==> config.mk <==
export PLATFORM = sky130hd
export DESIGN_NAME = serial_ripple_adder
export DESIGN_NICKNAME = d
export VERILOG_FILES = /design/src/rtl/serial_ripple_adder.sv
export SDC_FILE = /design/constraint.sdc
export NUM_CORES = 1
export LEC_CHECK = 0
export ABC_AREA = 1
export CAP_MARGIN = 40
export CORE_ASPECT_RATIO = 1.25
export CORE_UTILIZATION = 52
export CTS_CLUSTER_DIAMETER = 50
export DETAILED_ROUTE_END_ITERATION = 8
export GPL_TIMING_DRIVEN = 0
export PLACE_DENSITY = 0.78
export SYNTH_ARGS = -nofsm -noshare
export SYNTH_HDL_FRONTEND = slang
export SYNTH_SLANG_ARGS = --single-unit
==> constraint.sdc <==
create_clock -name clk -period 1.31 [get_ports clk]
set_input_delay 0.1965 -clock clk [delete_from_list [all_inputs] [get_ports clk]]
set_output_delay 0.1965 -clock clk [all_outputs]
set_load 0.02 [all_outputs]
==> src/rtl/serial_ripple_adder.sv <==
`default_nettype none
// ============================================================================
// Module   : serial_ripple_adder
// Function : Bit-serial A + B + Cin, one full adder and one carry flop, LSB
//            first, behind a start/busy/done handshake. SERIAL_SUB_EN adds a
//            'sub' input that turns the operation into A - B.
// Revision : 1.0 - initial release
// ============================================================================
module serial_ripple_adder #(
  parameter int WIDTH = 5
) (
  input  logic             clk,
  input  logic             reset,
  input  logic             start,
  input  logic [WIDTH-1:0] in_a,
  input  logic [WIDTH-1:0] in_b,
  input  logic             in_c,
`ifdef SERIAL_SUB_EN
  input  logic             sub,
`endif
  output logic             busy,
  output logic             done,
  output logic [WIDTH-1:0] out_s,
  output logic             out_c
);

  localparam int               c_cnt_w    = $clog2(WIDTH);
  localparam logic [c_cnt_w-1:0] c_last_idx = c_cnt_w'(WIDTH - 1);

  typedef enum logic [1:0] {
    S_IDLE = 2'd0,
    S_RUN  = 2'd1,
    S_DONE = 2'd2
  } state_t;

  state_t               state_q;
  logic [WIDTH-1:0]     a_q;
  logic [WIDTH-1:0]     b_q;
  logic [WIDTH-1:0]     sum_q;
  logic [WIDTH-1:0]     sum_d;
  logic                 carry_q;
  logic [c_cnt_w-1:0]   cnt_q;
  logic                 busy_q;
  logic                 done_q;
  logic [WIDTH-1:0]     out_s_q;
  logic                 out_c_q;

  logic                 w_sub;
  logic [WIDTH-1:0]     w_b_cap;
  logic                 w_c_cap;
  logic                 w_sum_bit;
  logic                 w_carry_nxt;

`ifdef SERIAL_SUB_EN
  assign w_sub = sub;
`else
  assign w_sub = 1'b0;
`endif

  // Subtraction is A + ~B + 1, so invert B and force the carry at capture.
  assign w_b_cap     = w_sub ? ~in_b : in_b;
  assign w_c_cap     = w_sub | in_c;

  assign w_sum_bit   = a_q[0] ^ b_q[0] ^ carry_q;
  assign w_carry_nxt = (a_q[0] & b_q[0]) | (a_q[0] & carry_q) | (b_q[0] & carry_q);
  assign sum_d       = {w_sum_bit, sum_q[WIDTH-1:1]};

  always_ff @(posedge clk or posedge reset) begin
    if (reset) begin
      state_q <= S_IDLE;
      a_q     <= '0;
      b_q     <= '0;
      sum_q   <= '0;
      carry_q <= 1'b0;
      cnt_q   <= '0;
      busy_q  <= 1'b0;
      done_q  <= 1'b0;
      out_s_q <= '0;
      out_c_q <= 1'b0;
    end else begin
      case (state_q)
        S_IDLE: begin
          done_q <= 1'b0;
          if (start) begin
            a_q     <= in_a;
            b_q     <= w_b_cap;
            carry_q <= w_c_cap;
            sum_q   <= '0;
            cnt_q   <= '0;
            busy_q  <= 1'b1;
            state_q <= S_RUN;
          end
        end
        S_RUN: begin
          a_q     <= a_q >> 1;
          b_q     <= b_q >> 1;
          sum_q   <= sum_d;
          carry_q <= w_carry_nxt;
          cnt_q   <= cnt_q + c_cnt_w'(1);
          // Results are published only once the last bit is in.
          if (cnt_q == c_last_idx) begin
            out_s_q <= sum_d;
            out_c_q <= w_carry_nxt;
            busy_q  <= 1'b0;
            done_q  <= 1'b1;
            state_q <= S_DONE;
          end
        end
        S_DONE: begin
          done_q  <= 1'b0;
          state_q <= S_IDLE;
        end
        default: begin
          busy_q  <= 1'b0;
          done_q  <= 1'b0;
          state_q <= S_IDLE;
        end
      endcase
    end
  end

  assign busy  = busy_q;
  assign done  = done_q;
  assign out_s = out_s_q;
  assign out_c = out_c_q;

endmodule
`default_nettype wire

== After elaboration in Yosys (flattened, before gate mapping) ==
Cells that the tools add are included.
Operators by class
  $add $sub $neg: 1
  equal/unequal tests: 5
  multiplexer cells: 18
  bitwise logic cells: 8
  reductions and logical operators: 6
Operators by type and width (number)
  case mux 5 bit (2 select lines): 3
  two-way mux 5 bit: 3
  case mux 3 bit (2 select lines): 1
  AND reduction 2 bit: 3
  two-way mux 1 bit: 5
  two-way mux 2 bit: 2
  inequality test 2 bit, second input constant: 2
  case mux 2 bit (2 select lines): 1
  adder 3 x 1 -> 3 bit, second input constant: 1
  bitwise AND 1 bit: 3
  == test 3 bit, second input constant: 1
  two-way mux 3 bit: 1
  case mux 1 bit (3 select lines): 1
  AND reduction 3 bit: 1
  == test 2 x 1 -> 1 bit, second input constant: 1
  == test 2 bit, second input constant: 1
  zero test 2 bit: 1
  OR 1 bit: 2
  case mux 1 bit (2 select lines): 1
  nonzero test 2 bit: 1
  bitwise XOR 1 bit: 2
  inverter 1 bit: 1
Storage, ports and cells
  register bits after elaboration: 29
  input port bits: 14
  output and inout bits: 8
  logic and storage cells: 48

== Logic depth before layout (Yosys ltp) ==
  depth after elaboration: 4
  gate-level depth with buffers: 8
  mapped depth without buffers: 8

== Worst setup path before layout ==
Ideal clock, no wire load.
  kind: reg-to-reg
  from: register a_q[0]
  to: register carry_q
  library setup time: 0.117 ns
  data arrival time: 1.058 ns
  data required time: 1.193 ns
  slack: 0.134 ns
  cell stages (with the launch flop): 6
  buffers on the path: 0
  period minus slack after synthesis: 1.176 ns
  cells stage by stage: dfrtp_1 > fa_1 > inv_1 > nand3_1 > nand3_1 > nand2_1
On the way
  word-level cells in the longest chain between the ends: 4
  elaborated cells between the ends (all ways): 5
  those cells by class: 1 x mux; 4 x bitwise
Ends and longest elaborated chain
  start: declaration: line 37  | logic [WIDTH-1:0] a_q;
  start signal: assignment: line 85  | a_q <= in_a;
  start signal: assignment: line 95  | a_q <= a_q >> 1;
  bitwise AND 1 bit: line 65  | assign w_carry_nxt = (a_q[0] & b_q[0]) | (a_q[0] & carry_q) | (b_q[0] & carry_q);
  OR 1 bit (*) (2 in a row): line 65
  via w_carry_nxt: line 52  | logic w_carry_nxt;
  case mux 1 bit (2 select lines) (*): line 81  | case (state_q)
  end signal: assignment: line 87  | carry_q <= w_c_cap;
  end signal: assignment: line 98  | carry_q <= w_carry_nxt;
  end: declaration: line 41  | logic carry_q;
The timed path passes the listed nets; every way through them passes the cells marked *.
A chain may end at the register's enable or synchronous reset.

== Final worst setup path ==
  from: register out_c_q, in the netlist out_c
  to: output port out_c
RTL lines
  start: declaration: line 46  | logic out_c_q;
  start signal: assignment: line 103  | out_c_q <= w_carry_nxt;
  end: declaration: line 24  | output logic out_c
No word-level cell between the ends.

==> results by group <==
Logic synthesis
  – Mapped Avg Cell Area: 8.36 sq um
  – Synth area leader: dfrtp_1
  – Register area share after synthesis: 52.4%
  – Post-Syn Nets: 177
  – Area contributors post-synth: dfrtp_1, nand2_1, nand3_1
  – Yosys top cell area share: 52.4%
  – Seq cells post-synth: 28
  – Synthesized area: 0.00134 sq mm
  – Distinct cell type count after synthesis: 18
  – Yosys Warn Count: 0
  – Post-synthesis cell count: 160

Placed design
  – Pre-CTS WS: -0.0197 ns
  – Hpwl dp: 1.88 mm
  – Routability Congestion: 0.711
  – Port Buffers: 21
  – Placement Cell Area: 0.00160 sq mm
  – Placed Cells: 215

Outcome
  – Run status: complete, no violations

Drt
  – Drt drc: 0
  – Initial DRC Count: 23
  – First-pass DRT Iterations: 5
  – WL final: 2.56 mm
  – WL/cell: 11.6 um
  – Vias: 1089
  – ANT nets after route: 0
  – Vias per inst: 4.93

Critical path
  – Critical path origin: out_c
  – Startpoint types: register
  – Worst Path Required: 1.11 ns
  – CP top delay family: flip-flops
  – Crit-path max FO: 2
  – CP peak stage delay: 0.41 ns
  – Worst r2r src: cnt_q[0]
  – Crit path buf inv count: 1
  – Crit path kind: register to output pin
  – Crit-path cells: dlygate4sd2_1
  – Crit-path slowest cell: dfrtp_1
  – Crit. End Element: output pin
  – Data arrival, critical path: 1.07 ns

Job
  – MaxCap Viol Count: 0

Pwr
  – P_leak: 0.897 nW
  – IR Drop Worst-Case VDD: 1.43 mV
  – PD cells: 2290 mW/mm^2
  – Total chip power: 3.82 mW

Final layout
  – # fillers: 213
  – P&R area growth vs syn: 24.5%
  – Layout cells sized above 1: 14.4%
  – Final cell count without fillers: 221
  – Finished Cell Area: 0.00167 sq mm
  – Nets: 206
  – Final core occ: 68.6%
  – Antenna diodes: 0

Floorplan
  – Die ar.: 0.00278 sq mm
  – # rows: 20
  – Die X-Extent: 47.4 um
  – Die height: 58.7 um
  – I/O pins: 22
  – Initial Utilization: 55.1%
  – Core area: 0.00243 sq mm

STA
  – Final Hold Violating Endpoints: 0
  – Setup Skew: 0.00163 ns
  – Setup TNS: 0 ns
  – Final worst slack: 0.0478 ns
  – Final setup viols: 0
  – Final Max Slew Viols: 0
  – Fin crit period: 1.26 ns
  – Fmax: 0.792 GHz
  – Worst rel slew slack: 60.5%
  – Worst slew pin tran: 0.592 ns
  – RSZ-0062 raised after global routing: no
  – Fin Hold WS: 0.202 ns
  – Tcrit/Tclk final: 96.4%

Global routing
  – GR Overflow Total: 0
  – Vias in the first global route: 1144
  – Largest net degree at the start of global routing: 17
  – Total GRT Usage: 22.4%
  – Initial antenna violation count: 0
  – First-pass GRT wire length: 4.55 mm

Clock tree
  – Worst-Skew Late Latency: 0.33 ns
  – H-tree depth: 1
  – CTS tree: built
  – Clk buf depth: 2
  – # hold bufs at CTS: 0
  – Clk sinks: 28
  – CTS Root Cell: clkbuf_4
  – CTS Buf Count: 3
  – Clk slew on worst S/H paths: 0.15 ns

Worst hold path
  – Min-delay worst type: input port to async pin
==> state kept, by name, indices dropped and copies added (netlist names), 2 cells and up <==
name and cells:
b_q 5, out_s 5, sum_q 4, a_q 5
cnt_q 3, state_q 2
==> layout by cell type (no fill, tap or decap), types with 3 or more instances in the layout <==
cell type / count
inv_1: 27
o21ai_2: 5
o21ai_0: 8
dfrtp_1: 28
inv_2: 4
nor2_1: 5
dlygate4sd2_1: 8
clkbuf_4: 3
nand2_1: 39
buf_2: 4
clkdlybuf4s50_1: 13
nand3_1: 28
==> layout make-up <==
class / instances / area, sq um / area share [%]
clock inverter: 1 / 30.0 / 1.80
inverter: 31 / 116 / 6.99
multi-input combinational: 94 / 477 / 28.6
tap: 33 / 41.3 / 2.48
sequential: 28 / 701 / 42.1
clock buffer: 3 / 22.5 / 1.35
buffer: 7 / 47.5 / 2.85
timing repair buffer: 24 / 230 / 13.8
==> path summary, 6_finish.rpt <==
check | end | slack (ns) | cells past startpoint
worst max-delay path | out_c | 0.05 | 1
max in group asynchronous | sum_q[4] | 0.61 | 3
worst min-delay path | b_q[4] | 0.20 | 2
min in group clk | b_q[4] | 0.41 | 3
worst max register to register | out_s[2] | 0.10 | 8
worst min register to register | out_s[1] | 0.49 | 2
==> power breakdown <==
| part | leakage, nW | switching, mW | internal [mW] |
|---|---|---|---|
| Sequential | 0.351 | 0.213 | 1.25 |
| Combinational | 0.518 | 1.08 | 0.707 |
| Clock | 0.0279 | 0.259 | 0.310 |
| Total | 0.897 | 1.55 | 2.27 |
==> synthesized netlist by cell type <==
| library cell | count |
|---|---|
| buf_2 | 4 |
| buf_6 | 2 |
| ha_1 | 2 |
| inv_2 | 1 |
| dfrtp_1 | 28 |
| nor2_1 | 5 |
| inv_1 | 30 |
| o22ai_1 | 1 |
| a21oi_1 | 1 |
| nor2_4 | 1 |
| fa_1 | 1 |
| o21ai_1 | 1 |
| o21ai_2 | 5 |
| nand3_1 | 28 |
| nand2_1 | 39 |
| clkbuf_1 | 1 |
| nand2_2 | 2 |
| o21ai_0 | 8 |
==> per-layer routing <==
metal | vias up | share of wire, % | global-route usage [%]
met5 | - | 0 | 0
met4 | 0 | 1.8 | 9.80
met3 | 7 | 4.5 | 2.15
met2 | 34 | 50 | 39.3
met1 | 499 | 44 | 26.7
li1 | 549 | - | -
==> kinds of logic (layout without fill, tap and decap cells) <==
family,Yosys count,after routing,synth area share [%]
AOI/OAI and AO/OA,16,16,7.48
buffers and inverters,38,66,12.2
DFF,28,28,52.4
and+or+nand+nor,75,75,24.6
adders and majority gates,3,3,3.37
==> repair_timing <==
item | CTS | global route
cloned | 0 | 0
resized for setup | 8 | 6
setup buffers | 0 | 2
setup endpoints to repair | 8 | 8
(Power assumes the default switching activity.)
